### config.mk
export PLATFORM = sky130hd
export DESIGN_NAME = fetch_unit
export DESIGN_NICKNAME = d
export VERILOG_FILES = /design/src/rtl/fetch_unit.sv
export SDC_FILE = /design/constraint.sdc
export NUM_CORES = 1
export LEC_CHECK = 0
export CORE_UTILIZATION = 45
export DETAILED_ROUTE_END_ITERATION = 16
export GPL_ROUTABILITY_DRIVEN = 0
export HOLD_SLACK_MARGIN = 0.02
export PLACE_DENSITY = 0.77
export SYNTH_ARGS = -nofsm -noshare
export SYNTH_HDL_FRONTEND = slang
export SYNTH_SLANG_ARGS = --single-unit
### constraint.sdc
create_clock -name clk -period 2.9 [get_ports clk]
set_input_delay 0.29 -clock clk [delete_from_list [all_inputs] [get_ports clk]]
set_output_delay 0.29 -clock clk [all_outputs]
set_load 0.05 [all_outputs]
### src/rtl/fetch_unit.sv
// Instruction fetch unit: owns the PC and reads one- or two-word instructions
// from the shared memory port. It holds a complete instruction in DONE until
// control issues an INC/LOAD operation.
//
// state | meaning
// REQ0  | request first word at pc, wait for grant
// DATA0 | capture first word, decide instruction length
// REQ1  | request second word at pc+1, wait for grant
// DATA1 | capture second word into imm
// DONE  | instruction complete; wait for fetch_operation
module fetch_unit #(
    parameter int                     PC_WIDTH = 16,
    parameter logic [PC_WIDTH-1:0]    RESET_PC = '0
) (
    input  logic                      clk,
    input  logic                      rst_n_async,
    input  logic [1:0]                fetch_operation,
    input  logic [PC_WIDTH-1:0]       branch_target,
    output logic                      fetch_complete,
    output logic [PC_WIDTH-1:0]       pc,
    output logic [15:0]               inst,
    output logic [15:0]               imm,
    output logic                      mem_req,
    output logic [PC_WIDTH-1:0]       mem_addr,
    input  logic                      mem_ready,
    input  logic [15:0]               mem_rdata
);

    localparam logic [1:0] FETCH_NOP     = 2'b00;
    localparam logic [1:0] FETCH_INC_PC  = 2'b01;
    localparam logic [1:0] FETCH_LOAD_PC = 2'b10;

    typedef enum logic [2:0] {
        S_REQ0  = 3'd0,
        S_DATA0 = 3'd1,
        S_REQ1  = 3'd2,
        S_DATA1 = 3'd3,
        S_DONE  = 3'd4
    } state_t;

    state_t               state_q, state_d;
    logic [PC_WIDTH-1:0]  pc_q, pc_d;
    logic [15:0]          inst_q, inst_d;
    logic [15:0]          imm_q, imm_d;
    logic                 fc_q, fc_d;
    logic [PC_WIDTH-1:0]  pc_step;

    // Instruction length comes from the captured first word, which is stable in DONE.
    assign pc_step = (inst_q[15:14] == 2'b11) ? PC_WIDTH'(2) : PC_WIDTH'(1);

    // Next-state, datapath capture and memory request decode.
    always_comb begin
        state_d  = state_q;
        pc_d     = pc_q;
        inst_d   = inst_q;
        imm_d    = imm_q;
        mem_req  = 1'b0;
        mem_addr = '0;
        case (state_q)
            S_REQ0: begin
                mem_req  = 1'b1;
                mem_addr = pc_q;
                if (mem_ready) state_d = S_DATA0;
            end
            S_DATA0: begin
                inst_d  = mem_rdata;
                state_d = (mem_rdata[15:14] == 2'b11) ? S_REQ1 : S_DONE;
            end
            S_REQ1: begin
                mem_req  = 1'b1;
                mem_addr = pc_q + PC_WIDTH'(1);
                if (mem_ready) state_d = S_DATA1;
            end
            S_DATA1: begin
                imm_d   = mem_rdata;
                state_d = S_DONE;
            end
            S_DONE: begin
                case (fetch_operation)
                    FETCH_INC_PC: begin
                        pc_d    = pc_q + pc_step;
                        state_d = S_REQ0;
                    end
                    FETCH_LOAD_PC: begin
                        pc_d    = branch_target;
                        state_d = S_REQ0;
                    end
                    FETCH_NOP: state_d = S_DONE;
                    default:   state_d = S_DONE;
                endcase
            end
            default: state_d = S_REQ0;
        endcase
        // Registered completion flag tracks DONE exactly, so it is never high mid-fetch.
        fc_d = (state_d == S_DONE);
    end

    // State and datapath registers; reset aborts any fetch in flight.
    always_ff @(posedge clk or negedge rst_n_async) begin
        if (!rst_n_async) begin
            state_q <= S_REQ0;
            pc_q    <= RESET_PC;
            inst_q  <= '0;
            imm_q   <= '0;
            fc_q    <= 1'b0;
        end else begin
            state_q <= state_d;
            pc_q    <= pc_d;
            inst_q  <= inst_d;
            imm_q   <= imm_d;
            fc_q    <= fc_d;
        end
    end

    assign fetch_complete = fc_q;
    assign pc             = pc_q;
    assign inst           = inst_q;
    assign imm            = imm_q;

endmodule

==> metrics.csv, run 1 <==
stage,metric,value,unit
run_status,status,finished clean,
die,dieArea,6619,µm²
global_route,busiest_layer,met2,
die,ios,103,
timing,slew_violations,0,
global_route,grt_util_all_layers,0.2444,
pwr,powerDensity,1353,nW/µm²
die,rows,28,
synth,netlist_area,2834,µm²
global_route,grt.met2_usage,0.3817,
critical_path,cp_slowest_cell,clkdlybuf4s50_1,
drt,vias_per_cell,5.493,
synth,synth_enable_flop_cells,0,
critical_path,crit_path_start_kind,register,
finish,drive_gt1_frac,0.1662,
timing,layout_setup_ws,177.4,ps
clock_network,cts.sinks,52,
critical_path,cpLargestDelayFamily,buffers and inverters,
timing,hold_violations,0,
placement,portBuffers,102,
clock_network,cts-root-buf,clkbuf_8,
synth,ys.flop_type,dfrtp_1,
critical_path,r2r_start,inst[14],
global_route,use_met3,0.05169,
timing,setup_tns,0,ps
synth,ys_ff_latch,52,
global_route,grt_pass1_vias,2463,
worst_hold_path,hp-start,imm[10],
timing,max_slew_margin,0.5225,
placement,hpwl,5536,µm
critical_path,crit_start,pc[2],
timing,grt_setup_unrepaired,no,
clock_network,cts_tree,done,
finish,n_fill_cell,475,
synth,ys_warn_count,0,
critical_path,worst-path-buf-inv,1,
die,die_w,81.36,µm
critical_path,path_cells,nand4_1 > xor2_1 > nor2_1 > clkdlybuf4s50_1,
drt,ant_nets,0,
drt,wl_per_cell,16.19,µm
clock_network,numCtsBuffers,5,
synth,synth-async-reset-ratio,1.000,
global_route,grt_pass1_wl,12230,µm
placement,dp_slack,395.5,ps
drt,first_pass_iters,4,
timing,tightest_slew,714.5,ps
finish,post-route-cell-area,4056,µm²
critical_path,cp_data_arrival_time,2430,ps
pwr,vdd_ir_drop_max,0.0008795,V
timing,fmax,367.3,MHz
drt,drtIter0Drc,211,
finish,diodes,0,
finish,area_delta_synth_final,43.13,%
timing,post-route-period-util,0.9388,
global_route,use_met1,0.3360,
global_route,grt_max_degree,38,
critical_path,required,2610,ps
worst_hold_path,min_path_type,register to register,
clock_network,htree_levels,2,
clock_network,clk_latency,300,ps
critical_path,slowest_delay,810,ps
run,drv_cap,0,
drt,drt-total-wl,7448,µm
timing,final.min_clock_period,2723,ps
die,start_util,0.4731,
synth,syn_nets,324,
timing,setup_viol,0,
critical_path,cp-end-kind,output pin,
drt,drcViolationCount,0,
clock_network,path_clk_slew,100,ps
finish,final_nets,426,
critical_path,path_class,register to output pin,
timing,clock_skew,3.937,ps
global_route,grt_overflow_total,0,
drt,num_vias,2527,
die,coreArea,5991,µm²
synth,yosysUniqueCellTypes,47,
pwr,power_leakage,1.679,nW
clock_network,clockBufferDepth,2,
critical_path,cp_max_fo,9,
synth,netlist_instances,282,
die,die_h,81.36,µm
placement,post_dp_cell_area,3928,µm²
global_route,antenna_found_initial,0,
synth,avgSynthCellArea,10.05,µm²
synth,synth_seq_area_share,0.4592,
-- final timing paths --
path,endpoint,depth (start not counted),slack (ps)
max in group asynchronous,inst[5],3,1700
hold / removal,imm[10],1,510
setup / recovery,mem_addr[3],4,180
setup reg to reg,pc[14],8,530
hold reg to reg,imm[10],1,510
min in group asynchronous,imm[6],2,550
-- layout by cell type (no fill, tap or decap), types with 4 or more instances in the layout --
master           count
clkdlybuf4s50_1     91
xnor2_1              8
nor2_1              24
mux2_2              32
buf_4               20
xor2_1               4
a21oi_1             11
nor2b_1              4
nand3_1              7
ha_1                 4
a22oi_1              5
nor4_1               5
dfrtp_1             52
or3_1                5
nand4_1             10
nor3_1              11
nand2_1             17
clkbuf_8             5
inv_1               10
o21ai_0             15
-- stage by stage --
stage	hold slack, ps	utilization	cells	power, mW
3_3_place_gp	346.4	0.6556	451	4.952
6_report	510.1	0.6771	460	5.488
3_5_place_dp	349.3	0.6556	451	4.991
5_1_grt	522.6	0.6771	460	5.773
2_1_floorplan	-5.591	-	282	3.782
4_1_cts	514.1	0.6759	460	5.513
-- layer usage --
layer	routed length, µm	vias up	share of wire
met5	0	-	0
met4	105	0	0.014
met3	493	12	0.066
met2	3545	91	0.48
met1	3303	1207	0.44
li1	-	1217	-
-- Yosys cell counts, types with 2 or more instances --
| cell | number | area [µm²] |
|---|---|---|
| a21oi_1 | 11 | 55.05 |
| a22oi_1 | 5 | 37.54 |
| a2bb2oi_1 | 2 | 17.52 |
| a32oi_1 | 2 | 17.52 |
| and2_1 | 2 | 12.51 |
| and3_1 | 2 | 12.51 |
| buf_2 | 8 | 40.04 |
| clkbuf_1 | 11 | 41.29 |
| dfrtp_1 | 52 | 1301 |
| ha_1 | 4 | 50.05 |
| inv_1 | 10 | 37.54 |
| mux2_2 | 32 | 360.4 |
| mux2i_1 | 3 | 30.03 |
| nand2_1 | 17 | 63.81 |
| nand3_1 | 7 | 35.03 |
| nand4_1 | 10 | 62.56 |
| nor2_1 | 24 | 90.09 |
| nor2b_1 | 4 | 25.02 |
| nor3_1 | 11 | 55.05 |
| nor3b_1 | 2 | 15.01 |
| nor4_1 | 5 | 31.28 |
| o21ai_0 | 15 | 75.07 |
| o2bb2ai_1 | 3 | 26.28 |
| o31ai_1 | 2 | 15.01 |
| or2_2 | 2 | 12.51 |
| or3_1 | 5 | 31.28 |
| xnor2_1 | 8 | 70.07 |
| xor2_1 | 4 | 35.03 |
-- kinds of logic (layout without fill, tap and decap cells) --
kind of cell	count (synthesis)	after routing	synth area share
and+or+nand+nor	96	96	0.1753
DFF	52	52	0.4592
AOI/OAI and AO/OA	51	51	0.1188
muxes	35	35	0.1378
buffers and inverters	31	134	0.04724
xor gates and xnor gates	12	12	0.03709
adders and majority gates	5	5	0.02473
-- state kept, by name (all words and copies together) (netlist names) --
register and flops:
fetch_complete 1, imm 16, state_q 3, pc 16
inst 16
-- layout make-up --
cell class              instances  area (µm²)  area share
multi-input cells             199        1399      0.3448
inverters                      10       37.54    0.009254
repair buffers                116        1114      0.2745
clock inverters                 2       38.79    0.009562
flip-flops and latches         52        1301      0.3208
well taps                      75       93.84     0.02313
clock buffers                   6       72.57     0.01789
-- where the power goes --
group / leakage (nW) / internal, mW / switching (mW) / total, mW
clock: 0.0558 / 0.261 / 0.250 / 0.511
sequential: 0.608 / 1.06 / 0.277 / 1.33
combinational: 1.02 / 1.29 / 2.35 / 3.64
-- worst reg2reg max path, cell delays in order (launching register included) --
cell and delay, ps:
dfrtp_1 400, nand2_1 140, ha_1 220, inv_1 60, fa_1 420, nand4b_1 300
nor4_1 330, o311ai_0 170, a41o_1 220
-- repair_timing --
item	CTS	global route
gates resized for setup	0	3
endpoints found under the hold margin	26	0
hold buffers	1	0
setup endpoints to repair	0	3
buffers inserted	0	0
(Power assumes the default switching activity.)
==> inputs of run 2 (changes only) <==
- clock period: 2.9 -> 2.85 ns (I/O delays scaled with it)
==> run 2 against run 1 <==
Effect of this change: flip-flop and latch count unchanged; via count is 0.47% lower; largest power group unchanged; sequential share of layout area down 0.059 points; register-to-register slack lost 270 ps; worst hold slack lost 140 ps.
==> metrics.csv, run 2 (same netlist as run 1, synthesis figures left out) <==
stage,metric,value,unit,change
clock_network,numCtsBuffers,5,,unchanged
run,drv_cap,0,,unchanged
finish,final_nets,425,,was 426
die,rows,28,,unchanged
drt,drcViolationCount,0,,unchanged
timing,max_slew_margin,0.5085,,was 0.5225
drt,drt-total-wl,7522,µm,was 7448 µm
timing,grt_setup_unrepaired,no,,unchanged
clock_network,clockBufferDepth,2,,unchanged
die,coreArea,5991,µm²,unchanged
global_route,grt_max_degree,45,,was 38
pwr,switching_share,0.5254,,was 0.5251
drt,top_layer,met4,,unchanged
run_status,status,finished clean,,unchanged
timing,layout_setup_ws,260.1,ps,was 177.4 ps
finish,drive_gt1_frac,0.1693,,was 0.1662
critical_path,path_class,register to register,,was register to output pin
drt,num_vias,2515,,"was 2,527"
timing,final.min_clock_period,2590,ps,
worst_hold_path,min_path_type,input pin to asynchronous set/reset pin,,was register to register
finish,fin_util,0.6784,,was 0.6771
pwr,p_int,2.667,mW,was 2.606 mW
drt,vias_per_cell,5.479,,was 5.493
drt,wl_met3,459,µm,was 493 µm
pwr,power_frac_clock,0.096,,was 0.093
pwr,switching_power,2.952,mW,was 2.882 mW
critical_path,crit_path_start_kind,register,,unchanged
global_route,grt_overflow_total,0,,unchanged
drt,wl_met2,3661,µm,was 3545 µm
critical_path,cp_max_fo,4,,was 9
placement,portBuffers,102,,unchanged
clock_network,cts.sinks,52,,unchanged
placement,dp_slack,364.3,ps,was 395.5 ps
timing,hold_violations,0,,unchanged
critical_path,cp-end-kind,register,,was output pin
die,ios,103,,unchanged
timing,slew_violations,0,,unchanged
clock_network,clk_latency,310,ps,was 300 ps
global_route,antenna_found_initial,0,,unchanged
finish,final_cell_mix,"91 x clkdlybuf4s50_1, 52 x dfrtp_1, 32 x mux2_2, 24 x nor2_1, 19 x buf_4",,"was 91 x clkdlybuf4s50_1, 52 x dfrtp_1, 32 x mux2_2, 24 x nor2_1, 20 x buf_4"
clock_network,post-cts-setup-buffer-count,0,,unchanged
pwr,pwr-share-seq,0.243,,about the same
timing,setup_viol,0,,unchanged
finish,area_delta_synth_final,43.40,%,was 43.13%
critical_path,cp_data_arrival_time,2790,ps,was 2430 ps
pwr,powerDensity,1383,nW/µm²,was 1353 nW/µm²
pwr,vdd_ir_drop_max,0.0009496,V,was 0.0008795 V
placement,hpwl,5481,µm,was 5536 µm
die,die_h,81.36,µm,unchanged
global_route,grt_util_all_layers,0.2439,,was 0.2444
clock_network,path_clk_slew,110,ps,was 100 ps
die,die_w,81.36,µm,unchanged
clock_network,cts_tree,done,,unchanged
timing,setup_tns,0,ps,unchanged
global_route,grt_pass1_wl,12300,µm,"was 12,230 µm"
finish,diodes,0,,unchanged
clock_network,htree_levels,2,,unchanged
die,dieArea,6619,µm²,unchanged
clock_network,cts-root-buf,clkbuf_8,,unchanged
timing,tightest_slew,735.5,ps,was 714.5 ps
drt,first_pass_iters,4,,unchanged
die,start_util,0.4731,,unchanged
timing,fmax,386.1,MHz,
pwr,power_leakage,1.667,nW,was 1.679 nW
critical_path,required,3050,ps,was 2610 ps
pwr,p_comb_frac,0.661,,was 0.664
timing,post-route-period-util,0.9087,,
finish,final_common_cell,clkdlybuf4s50_1,,unchanged
drt,drtIter0Drc,150,,was 211
drt,wl_per_cell,16.39,µm,was 16.19 µm
drt,drt-met1-wl,3283,µm,was 3303 µm
global_route,grt_pass1_vias,2461,,"was 2,463"
drt,ant_nets,0,,unchanged
timing,clock_skew,8.942,ps,was 3.937 ps
[run 2: area by class of cell]
| class | count | area (µm²) |
|---|---|---|
| flip-flops and latches | 52 | 1301 |
| multi-input cells | 199 | 1399 |
| repair buffers | 115 | 1114 |
| clock inverters | 3 | 50.05 |
| clock buffers | 5 | 68.82 |
| well taps | 75 | 93.84 |
| inverters | 10 | 37.54 |
| fillers | 457 | 1927 |
[run 2: layer usage]
layer	vias to the layer above	GRT usage
met5	-	0
met3	13	0.04045
li1	1217	-
met4	0	0.05893
met1	1205	0.3426
met2	80	0.3900
[run 2: worst paths after layout]
check	from	end	slack, ps	cells past startpoint
max reg2reg	inst[14]	pc[14]	260	8
min	rst_n_async	imm[10]	370	2
max	inst[14]	pc[14]	260	8
min in group clk	imm[5]	imm[5]	510	1
min reg2reg	imm[5]	imm[5]	510	1
max in group asynchronous	rst_n_async	pc[15]	1680	3
[run 2: through the flow]
step / hold slack, ps / cells / cell area, µm² / total power, mW
detailed placement: 139.9 / 450 / 3930 / 5.107
CTS: 333.2 / 459 / 4059 / 5.654
finish: 373.5 / 459 / 4064 / 5.618
floorplan: -10.59 / 282 / 2834 / 3.849
global placement: 136.5 / 450 / 3930 / 5.049
global route: 382.6 / 459 / 4064 / 5.901
[run 2: power groups by stage]
stage / combinational, mW / sequential, mW / clock, mW
CTS: 3.74 / 1.37 / 0.548
floorplan: 1.39 / 2.46 / 0
global route: 3.91 / 1.42 / 0.573
finish: 3.71 / 1.37 / 0.537
global placement: 3.69 / 1.36 / 0
detailed placement: 3.73 / 1.38 / 0
[run 2: critical path: stages, from the launching register on]
cell and delay, ps:
dfrtp_1 410, nand2_1 150, ha_1 230, inv_1 70
fa_1 430, nand4b_1 270, nor4_1 510, o311ai_0 190
a41o_1 230
[run 2: what timing repair did]
action / 4_1_cts / 5_1_grt
setup endpoints to repair: 0 / 2
hold endpoints to repair: 8 / 0
hold buffers: 1 / 0
gates resized for setup: 0 / 2
==> patch: new RTL, settings of run 2 <==
`imm_q` no longer has a reset.
--- a/src/rtl/fetch_unit.sv
+++ b/src/rtl/fetch_unit.sv
@@ -101,15 +101,17 @@
             state_q <= S_REQ0;
             pc_q    <= RESET_PC;
             inst_q  <= '0;
-            imm_q   <= '0;
             fc_q    <= 1'b0;
         end else begin
             state_q <= state_d;
             pc_q    <= pc_d;
             inst_q  <= inst_d;
-            imm_q   <= imm_d;
             fc_q    <= fc_d;
         end
+    end
+
+    always_ff @(posedge clk) begin
+        imm_q <= imm_d;
     end
 
     assign fetch_complete = fc_q;
Behaviour: differs if rst_n_async is asserted again (counterexample within 10 cycles, from zero or initial values and one cycle with rst_n_async low); with rst_n_async held inactive, the same outputs for 10 cycles.
==> patch against run 2 <==
Maximum frequency is 5.1% lower. Worst hold slack worse by 310 ps. Combinational power is 27% lower. Design area is 1.5% lower. Synthesized area is 1.9% lower. Worst setup slack worse by 140 ps. Sequential share of layout area is 2.5 points higher. Die area is 1.9% lower. Total power is 21% lower. Count of clock-buffer cells in the layout stayed put. Wire length is 2.4% lower. Sequential cell count stayed put. Register-to-register slack better by 230 ps. Critical path type is now reg -> out. Largest cell class is now flip-flops and latches. Largest power group unchanged.
==> patch: results (changes against run 2) <==
Final net count: 408 (-4.0%)
Crit path max fanout: 7 (+3)
Status: finished clean
Routing usage on met1: 0.3370 (-0.005612)
Fill cells: 479 (+4.8%)
Non-CTS buffers: 114 (-0.87%)
Area taken by flip-flops and latches: 0.001381 mm^2 (+6.2%)
Synth area leaders: dfrtp_1, edfxtp_1, mux2_2
Worst-case clock skew: 12.23 ps (+3.292 ps)
Worst vdd ir: 0.5373 mV (-43%)
Setup bufs post-CTS: 0 (unchanged)
Sequential-to-total area share from yosys stat: 0.4971 (+0.03791)
Final WS setup: 120.0 ps (-140.0 ps)
Leak: 0.001562 uW (-6.3%)
Design Area, Final: 0.004001 mm^2 (-1.5%)
Critical path launch point: pc[0]
Inverters excl. clock: 7 (-3)
Post-Layout Cell Count: 442 (-3.7%)
Global-route wire length before repair: 11880 um (-3.4%)
Multi-input gate count: 186 (-6.5%)
Largest net degree at the start of global routing: 37 (-18%)
Met2 usage: 0.3890 (-0.001017)
CP Capture Point: mem_addr[10]
DRT iter0 DRCs: 147 (-2.0%)
Detail Placement HPWL: 5425 um (-1.0%)
Area of the multi-input gates: 0.001287 mm^2 (-8.0%)
Slowest CP cell: clkdlybuf4s50_1
Metal2 WL: 3418 um (-6.6%)
Max_slew headroom: 0.4342 (-0.07430)
Met3 wire len: 647 um (+41%)
Post-Syn Area per Cell: 10.57 um^2 (+5.1%)
Post-DP Area: 0.003900 mm^2 (-0.76%)
Layout non-clock buf frac: 0.2789 (+0.004909)
Share of layout cells above drive strength 1: 0.1417 (-0.02758)
Final hold slack: 67.31 ps (-306.2 ps)
Routed WL: 7344 um (-2.4%)
Crit-path leading delay family: buffers and inverters
CP Data Arrival Time: 2440 ps (-350 ps)
DP Worst Slack: 362.4 ps (-1.860 ps)
Top cells by count, synth: dfrtp_1, nor2_1, edfxtp_1, mux2_2, a21oi_1
Vias in the first global route: 2363 (-4.0%)
Via density: 5.722 (+4.4%)
GRT Overall Usage: 0.2436 (-0.0002916)
Synthesized Nets: 305 (-5.9%)
Met3 Resource Use GR: 0.04432 (+0.003869)
Clock buffers and inverters, area share: 0.02408 (-0.005171)
Drt pass-1 iters: 4 (unchanged)
Worst path max stage delay: 810 ps (+300 ps)
Yosys cell types: 57 (+21%)
Met1 WL: 3196 um (-2.7%)
Inst Count DP: 434 (-3.6%)
R2r setup slk: 490 ps (+230 ps)
-- patch: changes by cell type after synthesis, moves of 4 or more --
cell,change
a21oi_1,+4
dfrtp_1,-16
edfxtp_1,+16
nor2_1,-6
nand4_1,-4
o21ai_0,-4
nand2b_1,+5
o21ai_1,+6
mux2_2,-16
nand3b_1,+4
nand2_1,-4
a22oi_1,-4
-- patch: power breakdown --
part / internal (uW) / leakage (uW) / switching (uW)
sequential: 998 / 0.000583 / 256
clock: 181 / 0.0000463 / 271
combinational: 971 / 0.000933 / 1740
-- patch: logic make-up (layout without fill, tap and decap cells) --
family / after synthesis / count (layout) / synth area share
AND/OR/NAND/NOR: 94 / 94 / 0.1959
AO/OA/AOI/OAI: 58 / 58 / 0.1351
flip-flops: 52 / 52 / 0.4971
buffers and inverters: 25 / 129 / 0.03962
multiplexers: 19 / 19 / 0.07564
XOR/XNOR: 10 / 10 / 0.03152
adder cells (fa/ha/maj): 5 / 5 / 0.02521
